==> config.mk <==
export PLATFORM = sky130hd
export DESIGN_NAME = stdin
export DESIGN_NICKNAME = d
export VERILOG_FILES = /design/src/rtl/stdin_pkg.sv /design/src/rtl/stdin_sync_fifo.sv /design/src/rtl/stdin.sv
export SDC_FILE = /design/constraint.sdc
export NUM_CORES = 1
export LEC_CHECK = 0
export ABC_AREA = 1
export ABC_CLOCK_PERIOD_IN_PS = 4300
export CORE_ASPECT_RATIO = 0.8
export CORE_MARGIN = 2
export CORE_UTILIZATION = 50
export DETAILED_ROUTE_END_ITERATION = 10
export PLACE_DENSITY = 0.78
export SLEW_MARGIN = 10
export SYNTH_ARGS = -nofsm -noshare
export SYNTH_HDL_FRONTEND = slang
export SYNTH_SLANG_ARGS = --single-unit
==> constraint.sdc <==
create_clock -name clock -period 4.3 [get_ports clock]
set_clock_uncertainty 0.2 [all_clocks]
set_input_delay 0.43 -clock clock [delete_from_list [all_inputs] [get_ports clock]]
set_output_delay 0.43 -clock clock [all_outputs]
set_load 0.01 [all_outputs]
==> src/rtl/stdin_pkg.sv <==
// Shared address map and register layout for the simulation stdin device.
package stdin_pkg;

    // Memory-mapped simulation I/O windows; each device owns a 16-byte aligned slot.
    localparam logic [63:0] STDOUT_BASE_ADDR = 64'h0000_0000_1000_0000;
    localparam logic [63:0] STDIN_BASE_ADDR  = 64'h0000_0000_1000_0010;
    localparam logic [63:0] STDIN_WINDOW     = 64'd16;

    // Register offsets inside the stdin window.
    localparam int STDIN_DATA_OFF   = 0;
    localparam int STDIN_STATUS_OFF = 8;

    // STATUS register bit positions.
    localparam int STATUS_NONEMPTY  = 0;
    localparam int STATUS_FULL      = 1;
    localparam int STATUS_EOF       = 2;
    localparam int STATUS_COUNT_LSB = 8;

    // Value returned by a DATA read of an empty FIFO (C-style EOF, -1).
    localparam logic [63:0] STDIN_EOF_WORD = 64'hFFFF_FFFF_FFFF_FFFF;

    typedef enum logic [1:0] {
        SLOT_NONE,
        SLOT_DATA,
        SLOT_STATUS
    } stdin_slot_e;

    // Classify an address: outside the window, DATA slot or STATUS slot.
    // Only bit 3 selects the register; the low three bits are don't-care.
    function automatic stdin_slot_e decode_slot(input logic [63:0] addr);
        stdin_slot_e slot;
        slot = SLOT_NONE;
        if ((addr >= STDIN_BASE_ADDR) && (addr < (STDIN_BASE_ADDR + STDIN_WINDOW))) begin
            slot = addr[3] ? SLOT_STATUS : SLOT_DATA;
        end
        return slot;
    endfunction

endpackage

==> src/rtl/stdin_sync_fifo.sv <==
// Single-clock FIFO with extra-bit pointers; head entry is visible combinationally.
module stdin_sync_fifo #(
    parameter int DEPTH = 16,
    parameter int WIDTH = 8,
    localparam int AW    = $clog2(DEPTH),
    localparam int CNT_W = AW + 1
) (
    input  logic             clock,
    input  logic             reset,
    input  logic             push,
    input  logic [WIDTH-1:0] push_data,
    input  logic             pop,
    output logic [WIDTH-1:0] head_data,
    output logic [CNT_W-1:0] count,
    output logic             full,
    output logic             empty
);

    localparam logic [AW:0] PTR_ONE = {{AW{1'b0}}, 1'b1};

    logic [WIDTH-1:0] mem [DEPTH];
    logic [AW:0]      wr_ptr;
    logic [AW:0]      rd_ptr;
    logic             do_push;
    logic             do_pop;

    // The MSB of each pointer distinguishes full from empty when the indices match,
    // so the occupancy is simply the pointer difference.
    assign count     = wr_ptr - rd_ptr;
    assign full      = (count == CNT_W'(DEPTH));
    assign empty     = (count == '0);
    assign head_data = mem[rd_ptr[AW-1:0]];

    // Requests are guarded here as well so the FIFO can never overwrite or underflow.
    assign do_push = push && !full;
    assign do_pop  = pop && !empty;

    // Pointer update; both wrap naturally modulo 2*DEPTH, indexing modulo DEPTH.
    always_ff @(posedge clock) begin
        if (reset) begin
            wr_ptr <= '0;
            rd_ptr <= '0;
        end else begin
            if (do_push) wr_ptr <= wr_ptr + PTR_ONE;
            if (do_pop)  rd_ptr <= rd_ptr + PTR_ONE;
        end
    end

    // Storage array; contents need no reset because the pointers define validity.
    always_ff @(posedge clock) begin
        if (do_push) mem[wr_ptr[AW-1:0]] <= push_data;
    end

endmodule

==> src/rtl/stdin.sv <==
// Simulation stdin device: host pushes bytes into a FIFO, CPU drains them with loads.
module stdin
    import stdin_pkg::*;
#(
    parameter int DEPTH = 16
) (
    input  logic        clock,
    input  logic        reset,
    input  logic [63:0] addr,
    input  logic        mem_read,
    output logic [63:0] r_data,
    input  logic        host_valid,
    input  logic [7:0]  host_data,
    input  logic        host_eof,
    output logic        host_ready,
    output logic        stdin_waiting
);

    localparam int CNT_W = $clog2(DEPTH) + 1;

    stdin_slot_e      slot;
    logic [7:0]       head_data;
    logic [CNT_W-1:0] count;
    logic             full;
    logic             empty;
    logic             push;
    logic             pop;
    logic             eof_flag;
    logic             empty_read;

    // Assemble the STATUS word; the count field is eight bits wide, zero-extended.
    function automatic logic [63:0] status_word(input logic [CNT_W-1:0] cnt,
                                                input logic             eof,
                                                input logic             is_full,
                                                input logic             nonempty);
        logic [63:0] w;
        w                   = '0;
        w[STATUS_NONEMPTY]  = nonempty;
        w[STATUS_FULL]      = is_full;
        w[STATUS_EOF]       = eof;
        w                   = w | ((64'(cnt) << STATUS_COUNT_LSB) & 64'h0000_0000_0000_FF00);
        return w;
    endfunction

    assign slot = decode_slot(addr);

    // host_ready follows the registered occupancy only; a same-cycle pop does not raise it.
    assign host_ready = !full;
    assign push       = host_valid && host_ready;
    assign pop        = mem_read && (slot == SLOT_DATA) && !empty;
    assign empty_read = mem_read && (slot == SLOT_DATA) && empty && !eof_flag;

    stdin_sync_fifo #(
        .DEPTH (DEPTH),
        .WIDTH (8)
    ) u_fifo (
        .clock     (clock),
        .reset     (reset),
        .push      (push),
        .push_data (host_data),
        .pop       (pop),
        .head_data (head_data),
        .count     (count),
        .full      (full),
        .empty     (empty)
    );

    // Load-data mux: driven purely by address and current state, independent of mem_read.
    always_comb begin
        r_data = '0;
        unique case (slot)
            SLOT_DATA:   r_data = empty ? STDIN_EOF_WORD : {56'h0, head_data};
            SLOT_STATUS: r_data = status_word(count, eof_flag, full, !empty);
            default:     r_data = '0;
        endcase
    end

    // Sticky end-of-input flag, cleared only by reset.
    always_ff @(posedge clock) begin
        if (reset) begin
            eof_flag <= 1'b0;
        end else if (host_eof) begin
            eof_flag <= 1'b1;
        end
    end

    // CPU-starved indicator: set by an empty read before EOF, cleared by new data or EOF.
    // Clearing takes priority when both happen in one cycle.
    always_ff @(posedge clock) begin
        if (reset) begin
            stdin_waiting <= 1'b0;
        end else if (push || host_eof) begin
            stdin_waiting <= 1'b0;
        end else if (empty_read) begin
            stdin_waiting <= 1'b1;
        end
    end

endmodule

==> run metrics <==
CTS Buf Count 17; core area 13,550 µm²; dpl cells 945; final period utilization 0.9162; vias in the first global route 5,097; clk sinks 144; number of flops mapped to enable cells by yosys 128; leakage 2.983 nW; WP data arrival 3.31 ns; total power 3.099 mW; HP Class reg2reg; IO Count 143; synthesis-to-layout area growth 25.21%; TritonRoute pass-1 iters 7; maximum fanout along the worst path 51; total track usage 0.2305; first-pass GRT wire length 25,590 µm; Finished Layout Cells 977; layout cell share with drive strength beyond 1 0.06148; Hold Fails Final Rpt 0; pwr dens 356.0 nW/µm²; buffers from clock root to sink, at most 2; H-tree level count 4; GP Congestion 0.8520; peak supply drop 0.3058 mV; WL per Instance 16.66 µm; Die W 135.8 µm; max-slew violation count 0; setup TNS 0 ns; Synth area leader edfxtp_1; insertion delay to the later sink of the worst-skew pair 0.42 ns; Syn Area/Cell 10.05 µm²; share of flip-flops with an asynchronous set or reset 0; final WL 16,270 µm; Achievable Freq 0.2538 GHz; routed via count 5,179; Max-Slew Margin vs Limit 0.2338; fill cell count 1,060; final setup violation count 0; TritonCTS clock tree done; hold_ws 0.2738 ns; #FFs+latches synth 144; RSZ-0062 raised after global routing no; Ys Warns 0; post-detail-place hpwl 11,280 µm; crit path kind reg2out; initial DRC count 454; die area 14,870 µm²; MaxCap Viol Count 0; root buffer cell clkbuf_16; nets@finish 871; Post-Synthesis Cell Area 6953 µm²; outcome finished, final reports clean; Reg clk slew, reported paths 0.06 ns; setup slack after layout 0.3605 ns; largest net degree at the start of global routing 65; WP data required 3.67 ns; post-synth top area share 0.5528; register area share after synthesis 0.5989; Syn Nets 779; Final ANT Viol Nets 0; Via density 5.301; Place WS 0.6863 ns; cells after synthesis 692; CP Capture Type output port; DIE HEIGHT 109.5 µm; Yosys cell types 33; grt total ovfl 0; register area 4165 µm²; Multi-input gate area 2132 µm²; # DRC 0; actual slew at the worst max-slew pin 1.148 ns; Area contributors post-synth edfxtp_1, nor2_1, buf_4, dfxtp_1, o21ai_0; initial core utilization 0.5131; FP Rows 38; # diodes 0; Primary FF master, synth edfxtp_1; Startpoint Class flip-flop; PortBufs 139; initial antenna violation count 0; crit path time final 3.940 ns
==> report_power, final <==
group	total, mW	switching (mW)	internal, mW
registers	1.55	0.00604	1.54
clock network	1.37	0.574	0.800
logic	0.177	0.0902	0.0871
total	3.10	0.671	2.43
==> placed cells by master (no fill, tap or decap), types with 5 or more instances in the layout <==
| cell type | instances |
|---|---|
| nand2_1 | 75 |
| mux2i_1 | 10 |
| ha_1 | 9 |
| dfxtp_1 | 15 |
| inv_6 | 5 |
| nor2_1 | 177 |
| nand3_1 | 19 |
| buf_4 | 8 |
| a21oi_1 | 10 |
| o211ai_1 | 19 |
| inv_1 | 41 |
| clkdlybuf4s50_1 | 139 |
| clkbuf_16 | 17 |
| o32ai_1 | 10 |
| o22ai_1 | 10 |
| o21ai_1 | 6 |
| o21ai_0 | 60 |
| edfxtp_1 | 128 |
==> Yosys cell counts (10+ instances only) <==
library cell  instances
buf_4                50
dfxtp_1              16
o211ai_1             19
clkbuf_1             13
nand2_1              75
a21oi_1              10
nor2_1              177
o32ai_1              10
inv_1                41
o21ai_0              60
o22ai_1              10
mux2i_1              10
edfxtp_1            128
nand3_1              19
==> flip-flops by register name (all words and copies together) (netlist names), named ones only <==
signal and count:
u_fifo.rd_ptr 5, u_fifo.mem 128, eof_flag 1, u_fifo.wr_ptr 5, stdin_waiting 1
==> metrics by stage <==
| step | util | instance area (µm²) |
|---|---|---|
| 2_1_floorplan | - | 6953 |
| 3_3_place_gp | 0.6009 | 8143 |
| 3_5_place_dp | 0.6009 | 8143 |
| 4_1_cts | 0.6422 | 8702 |
| 5_1_grt | 0.6425 | 8706 |
| 6_report | 0.6425 | 8706 |
==> layer usage <==
| layer | share of wire | track usage | vias up |
|---|---|---|---|
| li1 | - | - | 2515 |
| met1 | 0.42 | 0.2911 | 2431 |
| met2 | 0.48 | 0.3856 | 207 |
| met3 | 0.076 | 0.06455 | 26 |
| met4 | 0.018 | 0.08036 | 0 |
| met5 | 0 | 0 | - |
==> cells by family (layout without fill, tap and decap cells) <==
logic type | Yosys count | after routing | synth area share
AO/OA/AOI/OAI | 118 | 118 | 0.1002
XOR/XNOR | 7 | 7 | 0.009898
adder cells (fa/ha/maj) | 10 | 10 | 0.01908
buffers and inverters | 118 | 223 | 0.09448
flip-flops | 144 | 144 | 0.5989
multiplexers | 10 | 10 | 0.01440
AND/OR/NAND/NOR | 285 | 285 | 0.1630
==> critical path, stage by stage, from the launching register on <==
cell             delay, ns
dfxtp_1               0.38
inv_1                 0.12
ha_1                  0.22
fa_1                  0.42
o21ai_2               0.21
xnor2_1               0.17
nand3_1               0.23
nor2_2                0.22
buf_6                 0.30
clkdlybuf4s50_1       0.60
==> final cells by class <==
class                           count  share of cell area
Clock inverter                     15             0.01538
Timing Repair Buffer              148              0.1680
Inverter                           43             0.01854
Clock buffer                       17             0.04886
Tap cell                          180             0.02587
Sequential cell                   144              0.4784
Multi-Input combinational cell    430              0.2449
==> worst paths after layout <==
check	from	endpoint	slack [ns]	depth (start not counted)
max reg2reg	u_fifo.wr_ptr[0]	u_fifo.mem[14][1]	0.88	10
min	stdin_waiting	stdin_waiting	0.27	2
max	u_fifo.wr_ptr[0]	r_data[57]	0.36	9
min reg2reg	stdin_waiting	stdin_waiting	0.27	2
==> repair_timing <==
action,in CTS,in global routing
endpoints found under the setup margin,0,38
buffers inserted,0,0
hold buffers,0,0
resized for setup,0,1
Note: power is estimated with default switching activity, not from simulation.
